===== src/rtl/bcd_display_scan_ctrl.sv =====
// bcd_display_scan_ctrl: sequential double-dabble of a signed magnitude with blanking/sign formatting,
// time-multiplexed onto a 4-digit common-anode display through one shared BCD decoder.
module bcd_display_scan_ctrl #(
    parameter int SCAN_DIV = 50000,
    parameter int VAL_W    = 14
) (
    input  logic             clk,
    input  logic             rst_n,
    input  logic             load,
    input  logic [VAL_W-1:0] value,
    input  logic             neg,
    output logic             busy,
    output logic             done,
    output logic [3:0]       bcd_code,
    output logic [3:0]       an
);
    localparam int CW = $clog2(VAL_W + 1);
    localparam int PW = $clog2(SCAN_DIV);
    typedef enum logic [1:0] {IDLE, SHIFT, FORMAT} state_t;
    state_t state_q, state_d;
    logic [VAL_W-1:0] sh_q, sh_d, mag_q, mag_d;
    logic neg_q, neg_d, busy_q, busy_d, done_q, done_d, ovf, wrap;
    logic [15:0] acc_q, acc_d, adj;
    logic [CW-1:0] cnt_q, cnt_d;
    logic [PW-1:0] pre_q, pre_d;
    logic [1:0] idx_q, idx_d, msd;
    logic [3:0] an_q, an_d, code_q, code_d;
    logic [3:0] dig_q [4];
    logic [3:0] dig_d [4];
    logic [3:0] fmt [4];
    always_comb begin
        adj = acc_q;
        for (int i = 0; i < 4; i++)
            adj[4*i+:4] = acc_q[4*i+:4] >= 4'd5 ? acc_q[4*i+:4] + 4'd3 : acc_q[4*i+:4];
        msd = acc_q[15:12] != 4'd0 ? 2'd3 : acc_q[11:8] != 4'd0 ? 2'd2 : acc_q[7:4] != 4'd0 ? 2'd1 : 2'd0;
        ovf = 32'(mag_q) > 9999 || (neg_q && 32'(mag_q) > 999);
        // Positions above the most significant digit are blank, except one dash for a negative value
        for (int i = 0; i < 4; i++)
            fmt[i] = ovf ? 4'd10 : i <= 32'(msd) ? acc_q[4*i+:4] :
                     (neg_q && mag_q != '0 && i == 32'(msd) + 1) ? 4'd10 : 4'd11;
    end
    always_comb begin
        state_d = state_q;
        sh_d    = sh_q;
        mag_d   = mag_q;
        neg_d   = neg_q;
        acc_d   = acc_q;
        cnt_d   = cnt_q;
        dig_d   = dig_q;
        busy_d  = busy_q;
        done_d  = 1'b0;
        case (state_q)
            IDLE: if (load) begin
                sh_d    = value;
                mag_d   = value;
                neg_d   = neg;
                acc_d   = '0;
                cnt_d   = '0;
                busy_d  = 1'b1;
                state_d = SHIFT;
            end
            SHIFT: begin
                acc_d   = {adj[14:0], sh_q[VAL_W-1]};
                sh_d    = sh_q << 1;
                cnt_d   = cnt_q + 1'b1;
                state_d = cnt_q == CW'(VAL_W - 1) ? FORMAT : SHIFT;
            end
            FORMAT: begin
                dig_d   = fmt;
                done_d  = 1'b1;
                busy_d  = 1'b0;
                state_d = IDLE;
            end
            default: state_d = IDLE;
        endcase
        wrap   = pre_q == PW'(SCAN_DIV - 1);
        pre_d  = wrap ? '0 : pre_q + 1'b1;
        idx_d  = wrap ? idx_q + 2'd1 : idx_q;
        an_d   = wrap ? ~(4'b0001 << idx_q) : an_q;
        // Reading dig_d lets a same-edge FORMAT show the new digit set immediately
        code_d = wrap ? dig_d[idx_q] : code_q;
    end
    always_ff @(posedge clk or negedge rst_n) begin
        if (!rst_n) begin
            state_q <= IDLE;
            sh_q    <= '0;
            mag_q   <= '0;
            neg_q   <= 1'b0;
            acc_q   <= '0;
            cnt_q   <= '0;
            dig_q   <= '{default: 4'd11};
            busy_q  <= 1'b0;
            done_q  <= 1'b0;
            pre_q   <= '0;
            idx_q   <= 2'd0;
            an_q    <= 4'b1111;
            code_q  <= 4'd11;
        end else begin
            state_q <= state_d;
            sh_q    <= sh_d;
            mag_q   <= mag_d;
            neg_q   <= neg_d;
            acc_q   <= acc_d;
            cnt_q   <= cnt_d;
            dig_q   <= dig_d;
            busy_q  <= busy_d;
            done_q  <= done_d;
            pre_q   <= pre_d;
            idx_q   <= idx_d;
            an_q    <= an_d;
            code_q  <= code_d;
        end
    end
    assign busy     = busy_q;
    assign done     = done_q;
    assign bcd_code = code_q;
    assign an       = an_q;
endmodule


===== config.mk =====
export PLATFORM = sky130hd
export DESIGN_NAME = bcd_display_scan_ctrl
export DESIGN_NICKNAME = d
export VERILOG_FILES = /design/src/rtl/bcd_display_scan_ctrl.sv
export SDC_FILE = /design/constraint.sdc
export NUM_CORES = 1
export LEC_CHECK = 0
export ABC_AREA = 1
export CAP_MARGIN = 20
export CORE_UTILIZATION = 38
export CTS_BUF_LIST = sky130_fd_sc_hd__clkbuf_4
export DETAILED_ROUTE_END_ITERATION = 16
export GPL_TIMING_DRIVEN = 0
export MAX_ROUTING_LAYER = met4
export PLACE_DENSITY = 0.62
export REMOVE_ABC_BUFFERS = 1
export SLEW_MARGIN = 20
export SYNTH_ARGS = -nofsm -noshare
export SYNTH_HDL_FRONTEND = slang
export SYNTH_SLANG_ARGS = --single-unit
export TNS_END_PERCENT = 30

===== constraint.sdc =====
create_clock -name clk -period 2.4 [get_ports clk]
set_input_delay 0.24 -clock clk [delete_from_list [all_inputs] [get_ports clk]]
set_output_delay 0.24 -clock clk [all_outputs]
set_load 0.05 [all_outputs]

==> metrics.yaml <==
grt_antenna_before_repair: 0
synth_cell_types: 32
overflow: 0
clkSlewWorstSetupHoldPaths_ns: 0.14
muxShareOfSynthArea: 0
synth_top_family_by_area: "simple AND/OR/NAND/NOR gates"
rows: 39
period_minus_slack_ns: 2.063
h-tree-depth: 3
dr.pass1.iters: 11
status: "finished with violations"
synth_common_cells: "nand2_1, dfrtp_1, inv_1"
wl_per_cell_um: 13.04
netlist.area_leader.share: 0.4128
synth_flop_cell: "dfrtp_1"
grt.total_usage: 0.1689
regToRegSetupSlack_ns: 0.36
r2r-start: "state_q[1]"
crit_buf_inv: 1
power.total_uw: 5369
synth-seq-area-share: 0.5212
diodes: 0
rsz0062_at_grt: "false"
maxSlewViolCount: 0
end_kind: "output pin"
crit_chain: "clkdlybuf4s50_1"
netlist.top_cell.by_area: "dfrtp_1"
violations: "DRC"
grt_max_degree: 54
synth.most_common_cell: "nand2_1"
postRouteAntennaNets: 0
skew_ns: 0.009700
synth-simple-area-share: 0.2615
io_pins: 28
crit_fanout: 2
cts_root_buf: "clkbuf_4"
synth_compound_area_frac: 0.08963
hold_path.class: "in -> async"
tightest_slew_ns: 0.5310
core-area_um2: 11610
nFillCells: 1148
slowest_stage: "clkdlybuf4s50_1"
syn_area_um2: 4607
synth_xor_area_frac: 0.01901
routabilityCongestion: 0.7849
io_buffers: 27
drive_gt1_frac: 0.1304
finalCritPeriodShare: 0.8597
fmax_mhz: 484.7
cts_buffer_depth: 2
finalSetupViolCount: 0
place_hpwl_um: 6367
ir_worst_vdd_uv: 427.9
critical_path_required_ns: 2.16
die_h_um: 112.1
synth_warnings: 0
timing.max_cap.violations: 0
clkLatencyLatePin_ns: 0.47
relSlewSlack: 0.6440
cts_buffers: 9
holdWs_ns: 0.2375
synth_cells: 546
die_area_um2: 12570
cp-start-kind: "flip-flop"
synth_edf_count: 0
ys_ff_latch: 95
slowest_delay_ns: 0.79
tritoncts: "built"
grt_pass1_vias: 3543
crit_family: "buffers and inverters"
via_count: 3565
viasPerCell: 4.910
die_x_um: 112.1
hold_viol: 0
cts.sinks: 95
power.density_nw_per_um2: 1026
crit_arrival_ns: 1.82
grt_pass1_wl_um: 16350
final_nets: 612
wl_um: 9470
worstSetupPathType: "reg -> out"
async_reset_ff_frac: 1.000
syn_avg_cell_area_um2: 8.438
startpoint: "an[0]"
start_util: 0.3967
p_leak_uw: 0.002563
drt_iter0_drc: 168
post-route-drc-count: 3
area_growth_pct: 13.55
synth_fa_ha_area_frac: 0.04345
synth.area.top_cells: "dfrtp_1, nand2_1, dfstp_2, inv_1, ha_1"
-- sequential cells by signal, indices dropped and copies added, names as in the netlist, 2 cells and up --
signal,cells
dig_q,16
cnt_q,4
an,4
bcd_code,4
sh_q,14
state_q,2
pre_q,16
mag_q,14
acc_q,16
idx_q,2
-- area by class of cell --
| cell class | instances | area (um2) | area share |
|---|---|---|---|
| Sequential cell | 95 | 2401 | 0.4590 |
| Multi-Input combinational cell | 373 | 1923 | 0.3676 |
| Timing Repair Buffer | 33 | 339.1 | 0.06482 |
| Inverter | 65 | 250.2 | 0.04784 |
| Tap cell | 143 | 178.9 | 0.03420 |
| Clock buffer | 10 | 75.07 | 0.01435 |
| Clock inverter | 6 | 58.81 | 0.01124 |
| Timing Repair inverter | 1 | 5.005 | 0.0009567 |
-- cell families (layout without fill, tap and decap cells) --
group,Yosys count,after routing
simple gates,275,275
flops,95,95
buf+inv,78,115
compound gates,72,72
fa+ha+maj,16,16
xor+xnor,10,10
-- metrics by stage --
stage	worst slack [ns]	utilization	area, um2	std cells	setup TNS [ns]
floorplan	0.5256	-	4551	533	0
global placement	-2.493	0.4305	5000	703	-224.23
detailed placement	-0.4466	0.4330	5029	704	-10.76
CTS	0.1193	0.4476	5199	722	0
global route	0.1661	0.4504	5231	726	0
finish	0.3367	0.4504	5231	726	0
-- timing repair --
action / 4_1_cts / 5_1_grt
hold buffers: 1 / 0
setup endpoints to repair: 35 / 20
pin swaps: 0 / 1
buffers inserted: 0 / 4
resized for setup: 5 / 1
cloned: 1 / 0
hold endpoints to repair: 42 / 0
-- power breakdown --
part | total, uW | leakage, uW | internal [uW] | switching, uW
combinational | 2010 | 0.00133 | 754 | 1250
clock | 881 | 0.0000747 | 326 | 555
sequential | 2480 | 0.00116 | 2160 | 320
-- layout by cell type (no fill, tap or decap), types with 2 or more instances in the layout --
cell type	count
clkinvlp_4	2
buf_4	4
or2_2	4
xor2_1	10
nor3_1	5
nor2_1	31
nand3_2	2
clkbuf_4	10
a22oi_1	6
o22ai_1	8
dfstp_2	19
nand4_1	3
nor2_2	7
nand2_2	5
nor3b_1	2
o21ai_0	36
ha_1	16
inv_1	55
o32ai_1	3
clkdlybuf4s50_1	26
nand2_1	169
dfrtp_1	76
inv_4	3
inv_2	8
o211ai_1	4
nand3_1	39
a21oi_1	9
o21ai_1	3
nor2_4	4
-- per-layer routing --
| metal | vias to the layer above | track usage | routed length (um) |
|---|---|---|---|
| li1 | 1808 | - | - |
| met3 | 8 | 0.04266 | 379 |
| met5 | - | - | 0 |
| met4 | 0 | 0.05511 | 108 |
| met1 | 1686 | 0.2141 | 4718 |
| met2 | 63 | 0.2654 | 4264 |
-- final timing paths --
kind / end / cells past startpoint
setup / recovery: an[0] / 1
hold / removal: pre_q[3] / 2
setup reg to reg: acc_q[4] / 7
hold reg to reg: pre_q[0] / 1
max in group asynchronous: dig_q[13] / 3
min in group clk: mag_q[0] / 3
Note: power is estimated with default switching activity, not from simulation.
